===== src/rtl/avaliacao_escalonador_if.sv =====
// avaliacao_escalonador_if: requester, shared-evaluator and display signals of the round-robin scheduler
interface avaliacao_escalonador_if #(parameter int N_REQ = 4) ();
  localparam int IW = $clog2(N_REQ);
  logic [N_REQ-1:0]   req;
  logic [2*N_REQ-1:0] e_bus;
  logic [4*N_REQ-1:0] p_bus;
  logic [N_REQ-1:0]   gnt;
  logic [N_REQ-1:0]   done;
  logic [1:0]         e_sel;
  logic [3:0]         p_sel;
  logic [1:0]         y_in;
  logic [6:0]         seg_in;
  logic [1:0]         y_out;
  logic [6:0]         seg_out;
  logic [IW-1:0]      res_id;
  logic               busy;
  modport master (
    output req, e_bus, p_bus, y_in, seg_in,
    input  gnt, done, e_sel, p_sel, y_out, seg_out, res_id, busy
  );
  modport slave (
    input  req, e_bus, p_bus, y_in, seg_in,
    output gnt, done, e_sel, p_sel, y_out, seg_out, res_id, busy
  );
endinterface


===== src/rtl/avaliacao_escalonador.sv =====
// avaliacao_escalonador: round-robin scheduler sharing one evaluator; define AVAL_BLANK_EN to blank y_out/seg_out when idle
module avaliacao_escalonador #(
  parameter int N_REQ         = 4,
  parameter int SETTLE_CYCLES = 1,
  parameter int HOLD_CYCLES   = 4
) (
  input logic clk,
  input logic rst,
  avaliacao_escalonador_if.slave bus
);
  localparam int IW   = $clog2(N_REQ);
  localparam int MAXC = SETTLE_CYCLES > HOLD_CYCLES ? SETTLE_CYCLES : HOLD_CYCLES;
  localparam int CW   = $clog2(MAXC + 1);
  typedef enum logic [1:0] {IDLE, SETTLE, CAPTURE, HOLD} state_t;
  state_t        state, state_n;
  logic [CW-1:0] cnt;
  logic [IW-1:0] ptr, win, cand;
  logic          found;
  // rotating-priority search starting just after the last winner; the last winner itself is tried last
  always_comb begin
    win = ptr;
    cand = ptr;
    found = 1'b0;
    for (int i = 1; i <= N_REQ; i++) begin
      cand = IW'((int'(ptr) + i) % N_REQ);
      if (!found && bus.req[cand]) begin
        win = cand;
        found = 1'b1;
      end
    end
  end
  // phase sequencing: each phase ends when its cycle count is used up
  always_comb begin
    state_n = state == IDLE    ? (found ? SETTLE : IDLE)
            : state == SETTLE  ? (cnt == CW'(SETTLE_CYCLES - 1) ? CAPTURE : SETTLE)
            : state == CAPTURE ? HOLD
            : (cnt == CW'(HOLD_CYCLES - 1) ? IDLE : HOLD);
  end
  // state, per-phase counter (restarts on every phase change) and round-robin pointer
  always_ff @(posedge clk or posedge rst) begin
    if (rst) begin
      state <= IDLE;
      cnt   <= '0;
      ptr   <= IW'(N_REQ - 1);
    end else begin
      state <= state_n;
      cnt   <= state_n != state ? '0 : cnt + 1'b1;
      if (state == IDLE && found) ptr <= win;
    end
  end
  // registered outputs: latch the winner's operands at grant so later bus changes cannot disturb the evaluator
  always_ff @(posedge clk or posedge rst) begin
    if (rst) begin
      bus.gnt     <= '0;
      bus.done    <= '0;
      bus.e_sel   <= '0;
      bus.p_sel   <= '0;
      bus.y_out   <= '0;
      bus.seg_out <= '0;
      bus.res_id  <= '0;
      bus.busy    <= 1'b0;
    end else begin
      bus.done <= '0;
      if (state == IDLE && found) begin
        bus.gnt   <= N_REQ'(1) << win;
        bus.e_sel <= bus.e_bus[2*win +: 2];
        bus.p_sel <= bus.p_bus[4*win +: 4];
        bus.busy  <= 1'b1;
      end
      if (state == SETTLE && state_n == CAPTURE) bus.gnt <= '0;
      if (state == CAPTURE) begin
        bus.y_out   <= bus.y_in;
        bus.seg_out <= bus.seg_in;
        bus.res_id  <= ptr;
        bus.done    <= N_REQ'(1) << ptr;
      end
      if (state == HOLD && state_n == IDLE) begin
        bus.busy <= 1'b0;
`ifdef AVAL_BLANK_EN
        bus.y_out   <= '0;
        bus.seg_out <= '0;
`endif
      end
    end
  end
endmodule


===== src/flat_wrapper.sv =====
// flat-port wrapper written by rule: the top's interface ports become plain ports
module avaliacao_escalonador_flat 
#(
  parameter int N_REQ         = 4,
  parameter int SETTLE_CYCLES = 1,
  parameter int HOLD_CYCLES   = 4
)
  (clk, rst, bus_req, bus_e_bus, bus_p_bus, bus_y_in, bus_seg_in, bus_gnt, bus_done, bus_e_sel, bus_p_sel, bus_y_out, bus_seg_out, bus_res_id, bus_busy);
  avaliacao_escalonador_if #(.N_REQ(N_REQ)) bus_i ();
  input logic clk;
  input logic rst;
  input wire logic [$bits(bus_i.req)-1:0] bus_req;
  input wire logic [$bits(bus_i.e_bus)-1:0] bus_e_bus;
  input wire logic [$bits(bus_i.p_bus)-1:0] bus_p_bus;
  input wire logic [$bits(bus_i.y_in)-1:0] bus_y_in;
  input wire logic [$bits(bus_i.seg_in)-1:0] bus_seg_in;
  output wire logic [$bits(bus_i.gnt)-1:0] bus_gnt;
  output wire logic [$bits(bus_i.done)-1:0] bus_done;
  output wire logic [$bits(bus_i.e_sel)-1:0] bus_e_sel;
  output wire logic [$bits(bus_i.p_sel)-1:0] bus_p_sel;
  output wire logic [$bits(bus_i.y_out)-1:0] bus_y_out;
  output wire logic [$bits(bus_i.seg_out)-1:0] bus_seg_out;
  output wire logic [$bits(bus_i.res_id)-1:0] bus_res_id;
  output wire logic [$bits(bus_i.busy)-1:0] bus_busy;
  assign bus_i.req = bus_req;
  assign bus_i.e_bus = bus_e_bus;
  assign bus_i.p_bus = bus_p_bus;
  assign bus_i.y_in = bus_y_in;
  assign bus_i.seg_in = bus_seg_in;
  assign bus_gnt = bus_i.gnt;
  assign bus_done = bus_i.done;
  assign bus_e_sel = bus_i.e_sel;
  assign bus_p_sel = bus_i.p_sel;
  assign bus_y_out = bus_i.y_out;
  assign bus_seg_out = bus_i.seg_out;
  assign bus_res_id = bus_i.res_id;
  assign bus_busy = bus_i.busy;
  avaliacao_escalonador #(.N_REQ(N_REQ), .SETTLE_CYCLES(SETTLE_CYCLES), .HOLD_CYCLES(HOLD_CYCLES)) u_core (.clk(clk), .rst(rst), .bus(bus_i));
endmodule

===== config.mk =====
export PLATFORM = sky130hd
export DESIGN_NAME = avaliacao_escalonador_flat
export DESIGN_NICKNAME = d
export VERILOG_FILES = /design/src/rtl/avaliacao_escalonador_if.sv /design/src/rtl/avaliacao_escalonador.sv /design/src/flat_wrapper.sv
export SDC_FILE = /design/constraint.sdc
export NUM_CORES = 1
export LEC_CHECK = 0
export ABC_AREA = 1
export ABC_CLOCK_PERIOD_IN_PS = 4000
export CELL_PAD_IN_SITES_DETAIL_PLACEMENT = 1
export CELL_PAD_IN_SITES_GLOBAL_PLACEMENT = 1
export CORE_MARGIN = 3
export CORE_UTILIZATION = 30
export DETAILED_ROUTE_END_ITERATION = 10
export PLACE_DENSITY = 0.76
export SLEW_MARGIN = 20
export SYNTH_ARGS = -nofsm -noshare
export SYNTH_HDL_FRONTEND = slang
export SYNTH_SLANG_ARGS = --single-unit

===== constraint.sdc =====
create_clock -name clk -period 4 [get_ports clk]
set_input_delay 0.4 -clock clk [delete_from_list [all_inputs] [get_ports clk]]
set_output_delay 0.4 -clock clk [all_outputs]
set_load 0.02 [all_outputs]

==> results of run 1 <==
-- where the power goes --
part	total [uW]	internal (uW)	switching (uW)
clock network	236	120	116
registers	592	485	107
logic	1340	543	801
total	2170	1150	1020
-- flip-flops by register name (all words and copies together) (netlist names) --
signal and flops:
u_core.ptr 2, u_core.bus.e_sel 2, u_core.bus.gnt 4, u_core.bus.seg_out 7
u_core.bus.y_out 2, u_core.bus.busy 1, u_core.cnt 3, u_core.state 2
u_core.bus.p_sel 4, u_core.bus.done 4, u_core.bus.res_id 2
-- worst min-delay path by stage --
stage / end / slack [ns] / cells past startpoint
after CTS: u_core.cnt[0] / 0.49 / 1
after detailed placement: u_core.bus.p_sel[0] / 0.48 / 2
after floorplan: u_core.cnt[0] / 0.43 / 1
after global routing: u_core.cnt[0] / 0.52 / 1
final: u_core.cnt[0] / 0.48 / 1
after global placement: u_core.cnt[0] / 0.45 / 1
-- placed cells by master, fill, tap and decap left out, types with 3 or more instances in the layout --
cell              n
clkdlybuf4s50_1  64
nand2_1          62
inv_1            34
dfrtp_1          31
nand3_1          28
nor2_1           12
nand2_2          10
mux2_2            9
ha_1              7
o21ai_0           5
clkbuf_8          5
nand2_4           4
inv_2             3
-- worst max-delay path, cell delays in order, from the launching register on --
cell and delay (ns):
dfstp_2 0.69, inv_8 0.09, ha_1 0.36, inv_1 0.08, nand2_2 0.08, nand2_1 0.06, inv_2 0.09, nand3_1 0.11
nand2_1 0.08, nand2_1 0.16, nor2_2 0.24, nand2_1 0.10, nand3_1 0.07
-- logic make-up after synthesis --
family,Yosys count,share of synthesized area
XOR/XNOR,1,0.004683
adder cells (fa/ha/maj),7,0.04682
flip-flops,33,0.4428
multiplexers,9,0.05418
buffers and inverters,42,0.09698
AO/OA/AOI/OAI,13,0.04081
AND/OR/NAND/NOR,123,0.3137
-- final cells by class --
type                    instances  area (sq um)
clock buffers                   6         72.57
clock inverters                 2         10.01
fillers                       730          3327
inverters                      38         150.1
multi-input cells             153         860.8
flip-flops and latches         33         828.3
well taps                      75         93.84
repair buffers                 65         648.1
-- stage by stage --
stage	setup slack [ns]	hold slack [ns]	instance area, sq um
after global placement	1.758	0.4514	2581
after detailed placement	1.690	0.4755	2581
after CTS	1.679	0.4907	2664
after floorplan	1.966	0.4322	1871
after global routing	1.480	0.5233	2664
final	1.730	0.4789	2664
-- routing by layer --
metal	global-route usage	wire length, microns	up-vias
met5	0	0	-
met4	0.02158	21	0
met3	0.04563	327	5
met2	0.2422	2177	55
met1	0.1667	2162	772
li1	-	-	847
==> impl_metrics.toml, run 1 <==
[run_status]
status = "finished, final reports clean"

[placement]
hpwl_microns = 3822
place_inst = 364
port_buffers = 64
gp_congestion = 0.7504

[clocking]
cts_setup_buffers = 0
cts_tree = "built"
cts_made_buffers = 5
cts_num_sinks = 33
h-tree-depth = 2
clk_pin_slew_worst_paths_ns = 0.06
cts_resized = 0
cts-root-buf = "clkbuf_8"
clkLatencyLatePin_ns = 0.28
clock_path_buffers = 2
cts-hold-fix-buffers = 0

[setup_path]
worstReg2RegEnd = "u_core.bus.e_sel[1]"
startpoint_type = "flop"
crit_end = "u_core.bus.e_sel[1]"
r2r_slack_ns = 1.73
rr_worst_depth = 12
end_kind = "flop"
required_ns = 4.21
worst-path-max-fanout = 10
path_class = "reg2reg"
arrival_ns = 2.48
crit_start = "u_core.ptr[0]"
r2r-start = "u_core.ptr[0]"

[timing]
fmax_ghz = 0.4405
rsz0062_at_grt = "no"
skew_ns = 0.004800
final_hold_viol_count = 0
slew_headroom = 0.5643
tightest_slew_ns = 0.6520
drv_slew = 0
setup_viol = 0
setup_tns_ns = 0
min_period_ns = 2.270
post-route-period-util = 0.5676

[route]
via_per_inst = 4.513
routedWlPerCell_microns = 12.60
drt_iter0_markers = 66
drc_errors = 0
vias = 1679
drtPass1Iterations = 4
wl_microns = 4689
ant_nets = 0

[floorplanning]
die_w_microns = 84.96
dieArea_sq_um = 7218
rows = 28
io_pins = 65
start_util = 0.3122
die_h_microns = 84.96
core_area_sq_um = 5991

[pwr]
power.density_nw_per_um2 = 815.2
leakage_uw = 0.001311
p_total_uw = 2171
ir_worst_vdd_mv = 0.3488

[synthesis]
async_reset_ff_frac = 1.000
syn_area_per_cell_sq_um = 8.204
syn_inst = 228
synth.largest_area_cell = "dfrtp_1"
synth.top_cell.area_share = 0.4147
synth_common_cells = "nand2_1 (62), inv_1 (34), dfrtp_1 (31)"
synth_flop_cell = "dfrtp_1"
ys_ff_latch = 33
synth_enable_flop_cells = 0
yosysMostFrequentCell = "nand2_1"
synth.distinct_cells = 28
ys_seq_area_frac = 0.4428
netlist_area_sq_um = 1871
syn-num-nets = 274
ys_warn_count = 0
ys_top_cells_by_area = "dfrtp_1 (41%), nand2_1 (12%), nand3_1 (7.5%)"

[global_routing]
grt_pass1_wl_microns = 8217
antenna_found_initial = 0
grt-ovfl-total = 0
grt_max_degree = 34
grt_use_total = 0.1378
grt_pass1_vias = 1837

[min_path]
min_from = "u_core.cnt[0]"
hp-class = "reg2reg"

[job]
maxCapViolations = 0

[layout]
antenna_cells = 0
final_cell_count_no_fill = 372
final_nets = 342
post-route-util = 0.4447
synthToLayoutAreaGrowth_pct = 42.41
layout-drive-gt1-share = 0.1448
No activity file was read; power rests on OpenSTA's default activity.
==> run 2: changes to the inputs <==
--- a/config.mk
+++ b/config.mk
@@ -6,7 +6,7 @@
 export NUM_CORES = 1
 export LEC_CHECK = 0
 export ABC_AREA = 1
-export ABC_CLOCK_PERIOD_IN_PS = 4000
+export ABC_CLOCK_PERIOD_IN_PS = 2100
 export CELL_PAD_IN_SITES_DETAIL_PLACEMENT = 1
 export CELL_PAD_IN_SITES_GLOBAL_PLACEMENT = 1
 export CORE_MARGIN = 3
==> constraint.sdc (replaced) <==
create_clock -name clk -period 2.1 [get_ports clk]
set_input_delay 0.21 -clock clk [delete_from_list [all_inputs] [get_ports clk]]
set_output_delay 0.21 -clock clk [all_outputs]
set_load 0.02 [all_outputs]
==> impl_metrics.toml, run 2 (same netlist as run 1, synthesis figures left out) <==
[setup_path]
worstReg2RegEnd = "u_core.bus.e_sel[0]"
arrival_ns = 2.12
startpoint_type = "flop"
required_ns = 2.27
end_kind = "flop"
crit_end = "u_core.bus.e_sel[0]"
crit_start = "u_core.ptr[0]"
r2r-start = "u_core.ptr[0]"
worst-path-max-fanout = 13
rr_worst_depth = 14
r2r_slack_ns = 0.15
path_class = "reg2reg"

[job]
maxCapViolations = 0

[route]
drtPass1Iterations = 4
drt_iter0_markers = 44
ant_nets = 0
via_per_inst = 4.439
drc_errors = 0
vias = 1678
routedWlPerCell_microns = 12.13
wl_microns = 4586

[layout]
synthToLayoutAreaGrowth_pct = 48.43
antenna_cells = 0
seq_area_sq_um = 828.3
layout_commonest_cell = "clkdlybuf4s50_1"
layout-drive-gt1-share = 0.1782
final_cell_mix = "clkdlybuf4s50_1 (64), nand2_1 (61), inv_1 (34)"
top_register = "u_core.bus.seg_out"
multiInputGateArea_sq_um = 909.6
final_nets = 348
fill_cells = 729
final_cell_count_no_fill = 378
largest_reg_flops = 7
fin_area_sq_um = 2776
post-route-util = 0.4635

[timing]
setup_viol = 0
skew_ns = 0.004285
min_period_ns = 1.950
rsz0062_at_grt = "yes"
drv_slew = 0
slew_headroom = 0.5708
final_hold_viol_count = 0
setup_tns_ns = 0
fmax_ghz = 0.5127
post-route-period-util = 0.9288
worst_slack_ns = 0.1496
tightest_slew_ns = 0.6423

[placement]
gp_congestion = 0.7630
port_buffers = 64
hpwl_microns = 3702
place_inst = 369
dpl_cell_area_sq_um = 2619
preCtsSetupSlack_ns = -0.01099

[run_status]
status = "finished, final reports clean"

[pwr]
p_comb_frac = 0.635
power.density_nw_per_um2 = 1584
switchingPower_uw = 2012
p_sw_frac = 0.4575
leakage_uw = 0.001354
seq_power_share = 0.249
clkPwrFrac = 0.117
ir_worst_vdd_mv = 0.6618
p_int_uw = 2386

[floorplanning]
start_util = 0.3122
die_h_microns = 84.96
dieArea_sq_um = 7218
core_area_sq_um = 5991
die_w_microns = 84.96
rows = 28
io_pins = 65

[global_routing]
grt-ovfl-total = 0
antenna_found_initial = 0
grt_max_degree = 34
grt_pass1_vias = 1784
grt_pass1_wl_microns = 7845
grt_use_total = 0.1317

[clocking]
cts-hold-fix-buffers = 0
cts_made_buffers = 5
cts_tree = "built"
h-tree-depth = 2
clkLatencyLatePin_ns = 0.28
cts_num_sinks = 33
clk_pin_slew_worst_paths_ns = 0.07
cts-root-buf = "clkbuf_8"
clock_path_buffers = 2

[min_path]
hp-class = "in2async"
## run 2: area by class of cell
| type | count | area share |
|---|---|---|
| Clock buffer | 7 | 0.03470 |
| Clock inverter | 1 | 0.001803 |
| Inverter | 38 | 0.05408 |
| Multi-Input combinational cell | 153 | 0.3276 |
| Sequential cell | 33 | 0.2983 |
| Tap cell | 75 | 0.03380 |
| Timing Repair Buffer | 71 | 0.2497 |
## run 2: layer usage
layer / vias up / part of all wire / GRT usage
li1: 855 / - / -
met5: - / 0 / 0
met2: 55 / 0.48 / 0.2175
met1: 762 / 0.45 / 0.1720
met3: 6 / 0.062 / 0.03592
met4: 0 / 0.0081 / 0.03022
## run 2: power groups by stage
| stage | clock (uW) | sequential [uW] | combinational (uW) |
|---|---|---|---|
| final | 514 | 1090 | 2790 |
| after global routing | 559 | 1130 | 3120 |
| after CTS | 534 | 1100 | 2700 |
| after detailed placement | 0 | 1110 | 2680 |
| after global placement | 0 | 1090 | 2610 |
| after floorplan | 0 | 1330 | 1560 |
## run 2: critical path, stage by stage, from the launching register on
cell and delay [ns]:
dfstp_2 0.59, inv_8 0.04, buf_4 0.18, nand2_1 0.11, nand3_2 0.08, nand2_2 0.11
nand2_2 0.10, nand2_2 0.08, nand2_4 0.10, nand2_8 0.12, inv_2 0.08, nand2_1 0.06
nand2_1 0.06, nand2_1 0.06, nand3_1 0.07
## run 2: per-stage QoR
| stage | hold WS (ns) | power [uW] |
|---|---|---|
| after floorplan | 0.3374 | 2899 |
| final | 0.3353 | 4398 |
| after CTS | 0.3506 | 4329 |
| after detailed placement | 0.4734 | 3781 |
| after global placement | 0.4507 | 3701 |
| after global routing | 0.3852 | 4811 |
## run 2: how the worst min path moves through the flow
stage,start,endpoint,slack (ns)
2_1_floorplan,rst,u_core.bus.busy,0.34
3_3_place_gp,u_core.cnt[0],u_core.cnt[0],0.45
3_5_place_dp,u_core.bus.p_sel[0],u_core.bus.p_sel[0],0.47
4_1_cts,rst,u_core.cnt[0],0.35
5_1_grt,rst,u_core.bus.seg_out[5],0.39
6_report,rst,u_core.state[1],0.34
## run 2: timing repair
item / in CTS / in global routing
endpoints found under the hold margin: 0 / 0
buffers inserted: 0 / 1
cloned: 0 / 0
setup endpoints to repair: 5 / 15
gates resized for setup: 1 / 6
==> run 3: changes to the inputs <==
--- a/config.mk
+++ b/config.mk
@@ -9,10 +9,9 @@
 export ABC_CLOCK_PERIOD_IN_PS = 2100
 export CELL_PAD_IN_SITES_DETAIL_PLACEMENT = 1
 export CELL_PAD_IN_SITES_GLOBAL_PLACEMENT = 1
-export CORE_MARGIN = 3
-export CORE_UTILIZATION = 30
+export CORE_UTILIZATION = 32
 export DETAILED_ROUTE_END_ITERATION = 10
-export PLACE_DENSITY = 0.76
+export PLACE_DENSITY = 0.8
 export SLEW_MARGIN = 20
 export SYNTH_ARGS = -nofsm -noshare
 export SYNTH_HDL_FRONTEND = slang
==> impl_metrics.toml, run 3 (same netlist as run 1, synthesis figures left out) <==
[run_status]
status = "finished, final reports clean"

[clocking]
cts_num_sinks = 33
clock_path_buffers = 2
clk_pin_slew_worst_paths_ns = 0.07
h-tree-depth = 2
clkLatencyLatePin_ns = 0.29
cts_made_buffers = 5
cts_tree = "built"
cts-root-buf = "clkbuf_8"

[timing]
slew_headroom = 0.5668
fmax_ghz = 0.5106
post-route-period-util = 0.9326
setup_viol = 0
setup_tns_ns = 0
skew_ns = 0.006216
worst_slack_ns = 0.1415
holdWs_ns = 0.3190
min_period_ns = 1.958
tightest_slew_ns = 0.6482
final_hold_viol_count = 0
drv_slew = 0

[layout]
fin_area_sq_um = 2805
top_register = "u_core.bus.seg_out"
largest_reg_flops = 7
final_cell_mix = "clkdlybuf4s50_1 (64), nand2_1 (61), inv_1 (34)"
synthToLayoutAreaGrowth_pct = 49.97
final_nets = 351
multiInputGateArea_sq_um = 889.6
seq_area_sq_um = 828.3
layout_commonest_cell = "clkdlybuf4s50_1"
antenna_cells = 0
layout-drive-gt1-share = 0.1765
final_cell_count_no_fill = 378
fill_cells = 655

[floorplanning]
core_area_sq_um = 5574
start_util = 0.3356
dieArea_sq_um = 6155
die_h_microns = 78.46
rows = 27
io_pins = 65
die_w_microns = 78.46

[setup_path]
r2r_slack_ns = 0.14
startpoint_type = "flop"
arrival_ns = 2.14
crit_start = "u_core.ptr[1]"
rr_worst_depth = 14
worst-path-max-fanout = 9
end_kind = "flop"
path_class = "reg2reg"
worstReg2RegEnd = "u_core.bus.p_sel[1]"
required_ns = 2.29
r2r-start = "u_core.ptr[1]"

[route]
drc_errors = 0
ant_nets = 0
routedWlPerCell_microns = 12.29
drtPass1Iterations = 4
drt_iter0_markers = 63
wl_microns = 4645
via_per_inst = 4.524
vias = 1710

[placement]
dpl_cell_area_sq_um = 2623
preCtsSetupSlack_ns = -0.02925
place_inst = 367
port_buffers = 64
gp_congestion = 0.8155
hpwl_microns = 3648

[global_routing]
grt_max_degree = 34
grt_pass1_wl_microns = 8017
antenna_found_initial = 0
grt_pass1_vias = 1777
grt_use_total = 0.1653
grt-ovfl-total = 0

[job]
maxCapViolations = 0

[pwr]
leakage_uw = 0.001374
power.density_nw_per_um2 = 1633
ir_worst_vdd_mv = 0.6911

[min_path]
hp-class = "in2async"
==> run 3: cell types whose count changed in the layout (fill, tap and decap cells not counted), sizes merged <==
cell / previous run / this run
clkinv: 1 / 0
bufinv: 0 / 1
buf: 7 / 10
==> run 3: where the power goes <==
group / switching [uW] / internal, uW / total, uW
Sequential: 170 / 923 / 1090
Combinational: 1620 / 1250 / 2870
Clock: 231 / 387 / 617
Total: 2020 / 2560 / 4580
==> run 3: final cells by class <==
type / instances / share of cell area
inverters: 38 / 0.05442
clock inverters: 1 / 0.01070
well taps: 72 / 0.03211
flip-flops and latches: 33 / 0.2953
multi-input cells: 153 / 0.3171
clock buffers: 7 / 0.03078
repair buffers: 74 / 0.2596
==> run 3: critical path, stage by stage (launching register included) <==
cell and delay, ns:
dfstp_2 0.56, inv_1 0.08, ha_4 0.29, inv_1 0.06
nand2_2 0.07, nand2_1 0.06, inv_2 0.09, nand2_2 0.07
nand2_4 0.13, buf_4 0.13, nand3_1 0.06, nand3_1 0.09
nand2_1 0.05, nand2_1 0.05, nand2_1 0.05
==> run 3: how the worst max path moves through the flow <==
stage          slack (ns)                  end
2_1_floorplan        0.07  u_core.bus.p_sel[0]
6_report             0.14  u_core.bus.p_sel[1]
3_3_place_gp         0.05    u_core.bus.gnt[2]
3_5_place_dp        -0.03        u_core.ptr[1]
5_1_grt            -0.001  u_core.bus.e_sel[0]
4_1_cts              0.05  u_core.bus.e_sel[0]
==> run 3: through the flow <==
step / utilization / power, uW
after floorplan: - / 2899
after global placement: 0.4705 / 3687
after detailed placement: 0.4705 / 3794
after CTS: 0.4927 / 4451
after global routing: 0.5033 / 4998
final: 0.5033 / 4580
==> run 3: routing by layer <==
metal | track usage | wire length, microns
met5 | 0 | 0
met3 | 0.04651 | 278
met4 | 0.03889 | 47
met2 | 0.2833 | 2294
met1 | 0.2046 | 2024
==> run 3: timing repair <==
item,CTS,global route
resized for setup,2,3
setup endpoints to repair,5,12
setup buffers,0,3
pin swaps,1,0
hold buffers,0,0
